### config.mk
export PLATFORM = sky130hd
export DESIGN_NAME = s2p_onehot_rx
export DESIGN_NICKNAME = d
export VERILOG_FILES = /design/src/rtl/s2p_onehot_rx.sv
export SDC_FILE = /design/constraint.sdc
export NUM_CORES = 1
export LEC_CHECK = 0
export CAP_MARGIN = 20
export CORE_MARGIN = 3
export CORE_UTILIZATION = 28
export CTS_BUF_LIST = sky130_fd_sc_hd__clkbuf_8
export DETAILED_ROUTE_END_ITERATION = 6
export GPL_ROUTABILITY_DRIVEN = 0
export MAX_ROUTING_LAYER = met4
export PLACE_DENSITY = 0.55
export SLEW_MARGIN = 20
export SYNTH_ARGS = -nofsm -noshare
export SYNTH_HDL_FRONTEND = slang
export SYNTH_SLANG_ARGS = --single-unit
### constraint.sdc
create_clock -name clk -period 1.6 [get_ports clk]
set_input_delay 0.32 -clock clk [delete_from_list [all_inputs] [get_ports clk]]
set_output_delay 0.32 -clock clk [all_outputs]
set_load 0.05 [all_outputs]
### src/rtl/s2p_onehot_rx.sv
// s2p_onehot_rx: oversampling two-wire (scl/sda) start/stop framed receiver.
// Shifts in a DATA_W-bit code MSB first and decodes it on a valid stop to a
// 2**DATA_W one-hot word: code v sets bit (v-1) mod 2**DATA_W.
// Optional build macro S2P_PARITY_EN adds one even-parity bit after the data.
module s2p_onehot_rx #(
  parameter int DATA_W      = 4,
  parameter int SYNC_STAGES = 2,
  localparam int OUT_W      = 2**DATA_W
) (
  input  logic             clk,
  input  logic             rst_n,
  input  logic             scl,
  input  logic             sda,
  output logic [OUT_W-1:0] out_onehot,
  output logic             valid,
  output logic             frame_err,
  output logic             busy
);

`ifdef S2P_PARITY_EN
  localparam int NBITS = DATA_W + 1;
`else
  localparam int NBITS = DATA_W;
`endif
  localparam int CNT_W = $clog2(NBITS + 1);

  typedef enum logic [1:0] {IDLE, DATA, WAIT_STOP} state_t;

  logic [SYNC_STAGES-1:0] scl_sync, sda_sync;
  logic                   scl_s, sda_s, scl_d, sda_d;
  logic                   start_ev, stop_ev, bit_ev;

  state_t                 state, state_n;
  logic [CNT_W-1:0]       cnt, cnt_n;
  logic [NBITS-1:0]       shreg, shreg_n;
  logic [OUT_W-1:0]       out_n;
  logic                   valid_n, ferr_n;
  logic [DATA_W-1:0]      code, idx;
  logic [OUT_W-1:0]       decoded;
  logic                   par_ok;

  // Synchronisers plus one history stage; reset to the idle bus level.
  always_ff @(posedge clk or negedge rst_n) begin
    if (!rst_n) begin
      scl_sync <= '1;
      sda_sync <= '1;
      scl_d    <= 1'b1;
      sda_d    <= 1'b1;
    end else begin
      scl_sync <= {scl_sync[SYNC_STAGES-2:0], scl};
      sda_sync <= {sda_sync[SYNC_STAGES-2:0], sda};
      scl_d    <= scl_s;
      sda_d    <= sda_s;
    end
  end

  assign scl_s = scl_sync[SYNC_STAGES-1];
  assign sda_s = sda_sync[SYNC_STAGES-1];

  // Start/stop need scl stable high, so a simultaneous scl change always
  // leaves only the bit event.
  assign start_ev = scl_s & scl_d & sda_d & ~sda_s;
  assign stop_ev  = scl_s & scl_d & ~sda_d & sda_s;
  assign bit_ev   = scl_s & ~scl_d;

  assign code    = shreg[NBITS-1 -: DATA_W];
  assign idx     = code - DATA_W'(1);
  assign decoded = {{(OUT_W-1){1'b0}}, 1'b1} << idx;

`ifdef S2P_PARITY_EN
  assign par_ok = ~^shreg;
`else
  assign par_ok = 1'b1;
`endif

  assign busy = (state != IDLE);

  // FSM and datapath registers.
  always_ff @(posedge clk or negedge rst_n) begin
    if (!rst_n) begin
      state      <= IDLE;
      cnt        <= '0;
      shreg      <= '0;
      out_onehot <= '0;
      valid      <= 1'b0;
      frame_err  <= 1'b0;
    end else begin
      state      <= state_n;
      cnt        <= cnt_n;
      shreg      <= shreg_n;
      out_onehot <= out_n;
      valid      <= valid_n;
      frame_err  <= ferr_n;
    end
  end

  // Next-state, shift/count and pulse generation.
  always_comb begin
    state_n = state;
    cnt_n   = cnt;
    shreg_n = shreg;
    out_n   = out_onehot;
    valid_n = 1'b0;
    ferr_n  = 1'b0;
    case (state)
      IDLE: begin
        if (start_ev) begin
          state_n = DATA;
          cnt_n   = '0;
          shreg_n = '0;
        end
      end
      DATA: begin
        if (bit_ev) begin
          // Shift the level held before the rising scl, so sda may move
          // together with that edge (needed to reach a stop after a 1 bit).
          shreg_n = {shreg[NBITS-2:0], sda_d};
          cnt_n   = cnt + CNT_W'(1);
          if (cnt_n == CNT_W'(NBITS)) state_n = WAIT_STOP;
        end else if (stop_ev) begin
          ferr_n  = 1'b1;
          state_n = IDLE;
        end else if (start_ev) begin
          cnt_n   = '0;
          shreg_n = '0;
        end
      end
      WAIT_STOP: begin
        if (stop_ev) begin
          if (par_ok) begin
            out_n   = decoded;
            valid_n = 1'b1;
          end else begin
            ferr_n  = 1'b1;
          end
          state_n = IDLE;
        end else if (bit_ev) begin
          ferr_n  = 1'b1;
          state_n = IDLE;
        end else if (start_ev) begin
          state_n = DATA;
          cnt_n   = '0;
          shreg_n = '0;
        end
      end
      default: state_n = IDLE;
    endcase
  end

endmodule

Yosys cells after proc, flatten, opt, wreduce, memory -nomap -nowiden

Cells that the tools add are included.

Reductions and logical operators: 6
Equality and inequality tests: 8
Mux-type cells: 25
Add/subtract/negate cells: 2
Bitwise gates (word level): 9
Shift operators: 1

Operator list:

| operator                                                              | count |
|---|---|
| 4-bit two-way mux                                                     | 5 |
| 1-bit by 4-bit << shifter with 16-bit output, first input constant    | 1 |
| 3-bit two-way mux                                                     | 5 |
| 2-bit two-way mux                                                     | 6 |
| 4-bit one-hot mux with 3 select lines                                 | 1 |
| 3-bit != test, second input constant                                  | 3 |
| 3-bit one-hot mux with 3 select lines                                 | 1 |
| 1-bit bitwise AND                                                     | 6 |
| 2-bit one-hot mux with 3 select lines                                 | 1 |
| 1-bit two-way mux                                                     | 5 |
| 2-bit != test, second input constant                                  | 2 |
| 2-bit AND reduction                                                   | 2 |
| 4-bit AND reduction                                                   | 1 |
| 4-bit by 1-bit subtractor with 4-bit output, second input constant    | 1 |
| 3-bit by 1-bit adder with 3-bit output, second input constant         | 1 |
| 3-bit equality test, second input constant                            | 1 |
| 1-bit NOT                                                             | 3 |
| 3-bit nonzero test                                                    | 1 |
| 2-bit by 1-bit equality test with 1-bit output, second input constant | 1 |
| 2-bit equality test, second input constant                            | 1 |
| 2-bit logical NOT                                                     | 1 |
| 1-bit one-hot mux with 2 select lines                                 | 1 |
| 2-bit nonzero test                                                    | 1 |

Logic and storage cells: 61
Output and inout bits: 19
Register bits after elaboration: 33

Longest topological paths before layout

Depth in word-level cells: 7
Gate-level depth with buffers: 6

Least setup slack after synthesis

Ideal clock, no wire load.

Path kind: register to register
Start: register state[0]
End: register cnt[0]
Required time: 1.475 ns
Setup time: 0.125 ns
Buffers on the path: 0
Path slack: -0.090 ns
Clock period less this slack: 1.690 ns
Arrival time: 1.565 ns
Cell stages (with the launch flop): 6
Path through: dfrtp_1 -> inv_1 -> ha_1 -> nand2b_1 -> a221o_1 -> mux2_4

Cells in the longest elaborated chain, start to end: 3
Elaborated cells on any way between the ends: 9
Classes of those cells: eq/ne (5); mux (1); reduce/logical (3)

RTL lines:

| what                                                                   | RTL line | RTL |
|---|---|---|
| start: declaration                                                     | 33       | `state_t state, state_n;` |
| start signal: assignment                                               | 88       | `state <= state_n;` |
| 2-bit by 1-bit equality test with 1-bit output (tied with other cells) | 105      | `case (state)` |
| 3-bit != test (no line) (tied with other cells)                        | --       |  |
| 4-bit AND reduction (no line)                                          | --       |  |
| end signal: assignment                                                 | 89       | `cnt <= cnt_n;` |
| end: declaration                                                       | 34       | `logic [CNT_W-1:0] cnt, cnt_n;` |

Several ways; a longest one is shown, not always the timed one.
A chain may end at the register's enable or synchronous reset.

Worst setup path in the final report

Start: register state[1]
End: register cnt[0]

Same word-level chain as after synthesis.

==> impl_metrics.toml <==
[status]
outcome = "complete, no violations"

[detailed_routing]
drtIter0Drc = 60
wire_per_inst_um = 14.0
detail-route-antenna-nets = 0
num_vias = 1042
wl_um = 3060
top_layer = "met4"
dr.pass1.iters = 4
routed_via_density = 4.76
drc_errors = 0
wl_met2_um = 1520
met1Wirelength_um = 1320
met3_wirelength_um = 169

[cts]
cts_num_sinks = 33
cts_made_buffers = 5
clk_latency_ns = 0.29
clockBufferDepth = 2
cts_root_buffer = "clkbuf_8"
clkTransAtPathRegs_ns = 0.07
htree_levels = 2
cts_tree = "built"

[sta]
fin_crit_ns = 1.60
rsz0062_at_grt = "true"
slew_violations = 0
holdWs_ns = 0.355
hold_viol = 0
max_freq_ghz = 0.627
tightest_slew_ns = 0.357
slew_headroom = 0.762
post-route-period-util = 0.997
finalSetupViolations = 0
clock_skew_ns = 0.00968

[power_and_ir_drop]
power_mw = 2.18
pwr-share-seq = 0.471
pwr-share-comb = 0.258
clkPwrFrac = 0.271
switching_share = 0.326
power.switching_mw = 0.711
ir_drop_uv = 661
intPower_mw = 1.47
power.leakage_nw = 0.912
p_per_area_nw_per_um2 = 1130

[floorplanning]
core_um2 = 4880
rows = 25
die_w_um = 78.0
initial_core_util = 0.297
die-area_um2 = 6080
ios = 23
die_y_um = 78.0

[synth]
synthCells = 123
ys_seq_elements = 33
yosys_warnings = 0
yosysSeqAreaShare = 0.574
syn_area_um2 = 1450
synth_area_per_cell_um2 = 11.8
synth_top_area_frac = 0.466
yosys_most_used_dff = "dfrtp_1"
ys_types = 33
synth_nets = 133
async_flop_share = 1.00
synth-edff-count = 0
yosysTopAreaCell = "dfrtp_1"
synthTopCellsByArea = "dfrtp_1 (47%), dfstp_2 (11%), o31ai_1 (5.7%)"

[placement]
dpl.cell_count = 210
place.port_buffers = 22
hpwl_um = 2020
dpl_cell_area_um2 = 1780

[setup_path]
start_kind = "flop"
cp_top_family = "compound AO/OA/AOI/OAI gates"
crit_path_end_kind = "flop"
crit_required_ns = 1.77
crit_path_top_delay_cell = "dfrtp_2"
critPathArrivalTime_ns = 1.77
critical_path_class = "reg2reg"
critPathBufInv = 1
critPathMaxStageDelay_ns = 0.46
path_max_fanout = 7
crit_chain = "inv_4 > ha_4 > o21ai_1 > a221o_2 > mux2_4"

[grt]
grt_usage = 0.113
grt_max_degree = 34
antenna_found_initial = 0
grt_pass1_wl_um = 5200
first_global_vias = 1055
overflow = 0

[final_layout]
final_core_util = 0.397
seq_area_um2 = 835
drive_gt1_frac = 0.382
stdcell_area_um2 = 1940
fin_nets = 161
area_delta_synth_final_pct = 33.5
fillers = 478
instances_no_fill = 219
multi_input_area_um2 = 624
antenna_cells = 0

[worst_hold_path]
hold_class = "reg2reg"

[run]
maxCapViolCount = 0
## layout make-up
| cell class | count | share of cell area |
|---|---|---|
| clock buffer | 5 | 0.0355 |
| clock inverter | 3 | 0.00710 |
| multi-input combinational | 75 | 0.322 |
| sequential | 33 | 0.431 |
| inverter | 8 | 0.0168 |
| timing repair buffer | 28 | 0.145 |
| tap | 67 | 0.0433 |
## metrics by stage
step                setup slack [ns]  setup TNS [ns]
floorplan                   -0.00888        -0.00888
global placement             0.00928               0
global route                 -0.0472         -0.0947
finish                       0.00478               0
CTS                        -0.000946       -0.000946
detailed placement           -0.0458         -0.0458
## path summary, 6_finish.rpt
path                                                    to  cells past startpoint                   from  slack, ns
worst max-delay path                    cnt[0]$_DFFE_PN0P_                      5   state[1]$_DFFE_PN0P_      0.005
worst min-delay path                 scl_sync[1]$_DFF_PN1_                      0  scl_sync[0]$_DFF_PN1_       0.35
worst max register to register          cnt[0]$_DFFE_PN0P_                      5   state[1]$_DFFE_PN0P_      0.005
worst min register to register       scl_sync[1]$_DFF_PN1_                      0  scl_sync[0]$_DFF_PN1_       0.35
max in group asynchronous            scl_sync[1]$_DFF_PN1_                      2                  rst_n       0.95
min in group asynchronous       out_onehot[14]$_DFFE_PN0P_                      2                  rst_n       0.40
## sequential cells by signal, indices dropped and copies added, names as in the netlist, 2 cells and up
signal,count
scl_sync,2
code,4
sda_sync,2
state,2
cnt,3
out_onehot,16
## cells in the mapped netlist (all sizes together), types with 2 or more instances
library cell	instances
ha	6
clkbuf	2
nor2	2
dfrtp	27
inv	8
a22o	5
nand2	21
dfstp	6
o41ai	6
o31ai	11
buf	5
nand2b	6
o21ai	3
## placed cells by master (no fill, tap or decap), drive strengths merged, types with 2 or more instances in the layout
cell type,instances
a22o,5
buf,25
clkbuf,5
clkdlybuf4s50,3
clkinv,2
dfrtp,27
dfstp,6
ha,6
inv,9
nand2,21
nand2b,6
nor2,2
o21ai,3
o31ai,11
o41ai,6
## power groups by stage
stage	Clock, mW	Combinational (mW)	Sequential (mW)
after floorplan	0	0.358	0.981
after global placement	0	0.489	1.03
after detailed placement	0	0.505	1.03
after CTS	0.616	0.543	1.02
after global routing	0.654	0.608	1.04
final	0.593	0.562	1.03
## kinds of logic after synthesis
logic type | synth area share
fa+ha+maj | 0.0517
compound gates | 0.185
buf+inv | 0.0414
simple gates | 0.137
mux | 0.0103
flops | 0.574
## layer usage
metal,vias up,global-route usage
met1,512,0.128
met2,29,0.182
met4,0,0.0367
li1,495,-
met3,6,0.0452
met5,-,-
## what timing repair did
item | 4_1_cts | 5_1_grt
pin swaps | 2 | 3
hold buffers | 0 | 0
setup buffers | 1 | 0
gates resized for setup | 8 | 6
setup endpoints to repair | 1 | 12
(Power assumes the default switching activity.)
==> variant 1: new RTL, same flow settings <==
Change the parameter `SYNC_STAGES` from 2 to 4.
--- a/src/rtl/s2p_onehot_rx.sv
+++ b/src/rtl/s2p_onehot_rx.sv
@@ -4,7 +4,7 @@
 // Optional build macro S2P_PARITY_EN adds one even-parity bit after the data.
 module s2p_onehot_rx #(
   parameter int DATA_W      = 4,
-  parameter int SYNC_STAGES = 2,
+  parameter int SYNC_STAGES = 4,
   localparam int OUT_W      = 2**DATA_W
 ) (
   input  logic             clk,
Behaviour: not the same (Yosys sat finds a counterexample within 4 cycles, from zero or initial values and one cycle with rst_n low).
==> variant 1 against the unedited design <==
- highest routed layer unchanged
- largest power group unchanged
- clock skew shrank 0.0012 ns
- hold slack lost 0.0070 ns
- setup slack gained 0.0098 ns
- area after synthesis grew 7.7%
- sequential cell count grew 4
- wire length grew 15%
- sequential power grew 12%
- design area grew 17%
- sequential share of layout area shrank 1.8 points
- power grew 19%
==> variant 1: results (changes against the unedited design) <==
| Metric | Value |
|---|---|
| Status | `completed` |
| Complex-gate fraction of the synthesized area | `16.9% (-1.6 points)` |
| Pre-CTS setup slack | `-0.0475 ns (-0.00172 ns)` |
| Clk sink count | `37 (+12%)` |
| Hold Worst Slack | `0.348 ns (-0.00695 ns)` |
| Final WS setup | `0.0145 ns (+0.00977 ns)` |
| Sw Share | `30.1% (-2.5 points)` |
| Vias/cell | `4.83 (+1.6%)` |
| Leakage power | `1.03 nW (+13%)` |
| Post-Route WL | `3530 um (+15%)` |
| Tot Pwr | `2.60 mW (+19%)` |
| Netlist cell types | `31 (-6.1%)` |
| CLK BUF | `6 (+1)` |
| Post-DP Area | `0.00188 sq mm (+5.6%)` |
| First-pass GRT wire length | `5420 um (+4.2%)` |
| Seq. pwr | `1.15 mW (+12%)` |
| Critical-path top delay cell | `dfrtp_1` |
| Seq area share | `41.3% (-1.8 points)` |
| Wire length per cell | `14.9 um (+7.0%)` |
| Mean Syn Cell Area | `12.2 sq um (+3.5%)` |
| NonClk Buf Share | `16.9% (+2.4 points)` |
| Share of cells above drive strength 1 | `47.6% (+9.4 points)` |
| Area occupied by multi-input gates | `717 sq um (+15%)` |
| Vias in the first global route | `1,104 (+4.6%)` |
| Cell count after placement | `222 (+5.7%)` |
| Comb group | `0.611 mW (+8.7%)` |
| GRT Util Overall | `11.3% (about the same)` |
| P&R area growth vs syn | `45.4%` |
| Synth cell count leaders | `27 x dfrtp_1, 20 x nand2_1, 10 x dfstp_2, 10 x o31ai_1, 8 x inv_1` |
| EDFF count, synth | `0 (unchanged)` |
| Pwr/cell area | `1140 mW/mm^2 (+1.4%)` |
| Worst Path Max Fanout | `7 (unchanged)` |
| Non-clock buffer total of the final layout | `38 (+36%)` |
| Worst Tran Pin Value | `0.485 ns (+0.128 ns)` |
| Clock network share of area | `5.12% (+0.86 points)` |
| Top cells by area, synth | `dfrtp_1 43%, dfstp_2 17%, ha_1 4.8%` |
| Final HPWL DP | `2090 um (+3.6%)` |
| Register area share after synthesis | `60.0% (+2.6 points)` |
| Crit path max-delay family | `flip-flops` |
| Peak VDD IR | `0.608 mV (-8.0%)` |
| Mux contribution to synthesized area | `0.721% (-0.31 points)` |
| Net count, final | `175 (+8.7%)` |
| Delay of the slowest critical-path stage | `0.44 ns (-0.02 ns)` |
| Layout fillers | `468 (-2.1%)` |
| Clock Latency Late Sink | `0.29 ns (about the same)` |
| Largest net degree at the start of global routing | `38 (+12%)` |
| First drt pass iteration count | `4 (unchanged)` |
| Adder-cell area share of the yosys netlist | `4.80% (-0.37 points)` |
## variant 1: cell families (layout without fill, tap and decap cells)
kind of cell,count (synthesis),after routing
DFF,37,37
AOI/OAI and AO/OA,30,30
and+or+nand+nor,38,38
muxes,1,1
buffers and inverters,16,54
adders and majority gates,6,6
## variant 1: path summary, 6_finish.rpt
| check | endpoint | from | cells after the start |
|---|---|---|---|
| max in group asynchronous | scl_sync[2] | rst_n | 2 |
| max reg2reg | cnt[0] | state[1] | 5 |
| min reg2reg | scl_sync[3] | scl_sync[2] | 0 |
| min | scl_sync[3] | scl_sync[2] | 0 |
| min in group asynchronous | out_onehot[13] | rst_n | 2 |
| max | cnt[0] | state[1] | 5 |
## variant 1: repair_timing
item | CTS | global route
gates resized for setup | 11 | 20
setup endpoints to repair | 10 | 22
pin swaps | 2 | 6
buffers inserted | 1 | 2
cloned | 0 | 3
## variant 1: per-layer routing
layer	GRT usage (%)	part of all wire [%]
met1	14.7	43
met2	16.4	51
met3	3.03	4.0
met4	5.07	2.0
met5	-	0
==> variant 2: new RTL, config.mk and constraints unchanged <==
Without the edit above. Put one more register stage on the output `out_onehot`. The value now appears one clock later. The other outputs are not delayed to match.
--- a/src/rtl/s2p_onehot_rx.sv
+++ b/src/rtl/s2p_onehot_rx.sv
@@ -25,6 +25,8 @@
   localparam int CNT_W = $clog2(NBITS + 1);
 
   typedef enum logic [1:0] {IDLE, DATA, WAIT_STOP} state_t;
+
+  logic [OUT_W-1:0] out_onehot_s0;
 
   logic [SYNC_STAGES-1:0] scl_sync, sda_sync;
   logic                   scl_s, sda_s, scl_d, sda_d;
@@ -81,14 +83,14 @@
       state      <= IDLE;
       cnt        <= '0;
       shreg      <= '0;
-      out_onehot <= '0;
+      out_onehot_s0 <= '0;
       valid      <= 1'b0;
       frame_err  <= 1'b0;
     end else begin
       state      <= state_n;
       cnt        <= cnt_n;
       shreg      <= shreg_n;
-      out_onehot <= out_n;
+      out_onehot_s0 <= out_n;
       valid      <= valid_n;
       frame_err  <= ferr_n;
     end
@@ -99,7 +101,7 @@
     state_n = state;
     cnt_n   = cnt;
     shreg_n = shreg;
-    out_n   = out_onehot;
+    out_n   = out_onehot_s0;
     valid_n = 1'b0;
     ferr_n  = 1'b0;
     case (state)
@@ -147,5 +149,9 @@
     endcase
   end
 
+  always_ff @(posedge clk) begin
+    out_onehot <= out_onehot_s0;
+  end
+
 endmodule
 
Function: same outputs for any inputs over 10 cycles, from zero or initial values and one cycle with rst_n low; that may be too few to reach the edited logic, so the function may still have changed.
==> variant 2 against the unedited design <==
- area after synthesis increased by 22%
- power is 29% higher
- largest cell class unchanged
- combinational power decreased by 3.7%
- wire length decreased by 1.6%
- largest power group unchanged
- design area grew 18%
- sequential cell count grew 16
- highest routed layer unchanged
- setup slack better by 0.015 ns
- global-route usage shrank 1.8 points
==> variant 2: results (changes against the unedited design) <==
| Metric | Value |
|---|---|
| Status | `completed` |
| Met3 usage | `3.17% (-1.4 points)` |
| Via count | `1,114 (+6.9%)` |
| Worst R2R Path Depth | `5 (unchanged)` |
| Largest net degree at the start of global routing | `34 (unchanged)` |
| Initial DRC Count | `69 (+15%)` |
| Final HPWL DP | `2150 um (+6.5%)` |
| Synth warn | `0 (unchanged)` |
| Hold crit path type | `in -> async` |
| Leakage power | `1.06 nW (+16%)` |
| Clock skew | `0.00749 ns (-0.00219 ns)` |
| Met1 Use GR | `11.5% (-1.3 points)` |
| Share of cells above drive strength 1 | `35.6% (-2.5 points)` |
| Post-synth ARST share | `67.3% (-33 points)` |
| First-pass GRT wire length | `5350 um (+2.9%)` |
| Number of H-tree levels | `2 (unchanged)` |
| Wire length per cell | `12.1 um (-13%)` |
| Vias/cell | `4.47 (-6.0%)` |
| Vias in the first global route | `1,162 (+10%)` |
| Hold Worst Slack | `0.349 ns (-0.00570 ns)` |
| Top cells by area, synth | `dfrtp_1 38%, dfxtp_1 18%, dfstp_2 8.9%` |
| Bufs on Longest Clock Path | `2 (unchanged)` |
| Mux contribution to synthesized area | `0% (-1.0 points)` |
| Synth cell count leaders | `27 x dfrtp_1, 22 x nand2_1, 16 x dfxtp_1` |
| Synth Net Count | `151 (+14%)` |
| Mean Syn Cell Area | `12.6 sq um (+6.8%)` |
| Post-DP Area | `0.00209 sq mm (+17%)` |
| Worst Tran Pin Value | `0.306 ns (-0.0506 ns)` |
| CTS buffer count | `5 (unchanged)` |
| Initial antenna violation count | `0 (unchanged)` |
| Register area share after synthesis | `64.9% (+7.5 points)` |
| Met2 usage in global routing | `14.4% (-3.7 points)` |
| Adder-cell area share of the yosys netlist | `4.23% (-0.95 points)` |
| Complex-gate fraction of the synthesized area | `15.3% (-3.3 points)` |
| GRT Util Overall | `9.48% (-1.8 points)` |
| Clock Latency Late Sink | `0.30 ns` |
| Cell count after placement | `238 (+13%)` |
| Pre-CTS setup slack | `-0.00508 ns (+0.0407 ns)` |
| Netlist cell types | `34 (+3.0%)` |
| Peak VDD IR | `0.646 mV (-2.3%)` |
| Net count, final | `183 (+14%)` |
| Top-area cell type share of the netlist area | `38.0% (-8.5 points)` |
| Worst R2R End | `code[1]` |
[variant 2: where the power goes]
| part | switching (mW) | total, mW | leakage, nW | internal, mW |
|---|---|---|---|---|
| logic | 0.284 | 0.541 | 0.431 | 0.257 |
| clock network | 0.397 | 0.859 | 0.0595 | 0.463 |
| registers | 0.0993 | 1.41 | 0.565 | 1.31 |
[variant 2: cell type report]
| class | instances | area (sq um) |
|---|---|---|
| clock buffers | 5 | 68.8 |
| clock inverters | 3 | 42.5 |
| fillers | 586 | 3750 |
| inverters | 8 | 30.0 |
| multi-input cells | 77 | 614 |
| flip-flops and latches | 49 | 1150 |
| well taps | 75 | 93.8 |
| repair buffers | 32 | 277 |
[variant 2: worst max path at each step]
stage	start	endpoint	slack (ns)	cells after the start
after global routing	state[1]	cnt[1]	-0.03	5
after global placement	cnt[0]	state[1]	0.04	6
after floorplan	state[0]	state[1]	0.007	6
after CTS	cnt[0]	state[1]	0.001	6
final	state[1]	code[1]	0.02	5
after detailed placement	state[0]	cnt[1]	-0.005	6
[variant 2: timing repair]
action,in CTS,in global routing
setup buffers,1,2
resized for setup,1,13
hold buffers,0,0
pin swaps,1,6
endpoints found under the setup margin,5,14
[variant 2: cells by family after synthesis]
| group | after synthesis |
|---|---|
| adders and majority gates | 6 |
| and+or+nand+nor | 39 |
| buffers and inverters | 15 |
| DFF | 49 |
| AOI/OAI and AO/OA | 32 |
[variant 2: critical path, cell delays in order (launching register included)]
cell	delay, ns
dfrtp_1	0.43
ha_4	0.18
buf_6	0.11
nand2b_4	0.12
a221o_2	0.41
a22o_1	0.22
[variant 2: per-layer routing]
layer / vias to the layer above / wire, um
met4: 0 / 53
li1: 560 / -
met1: 516 / 1330
met3: 7 / 184
met5: - / 0
met2: 31 / 1440
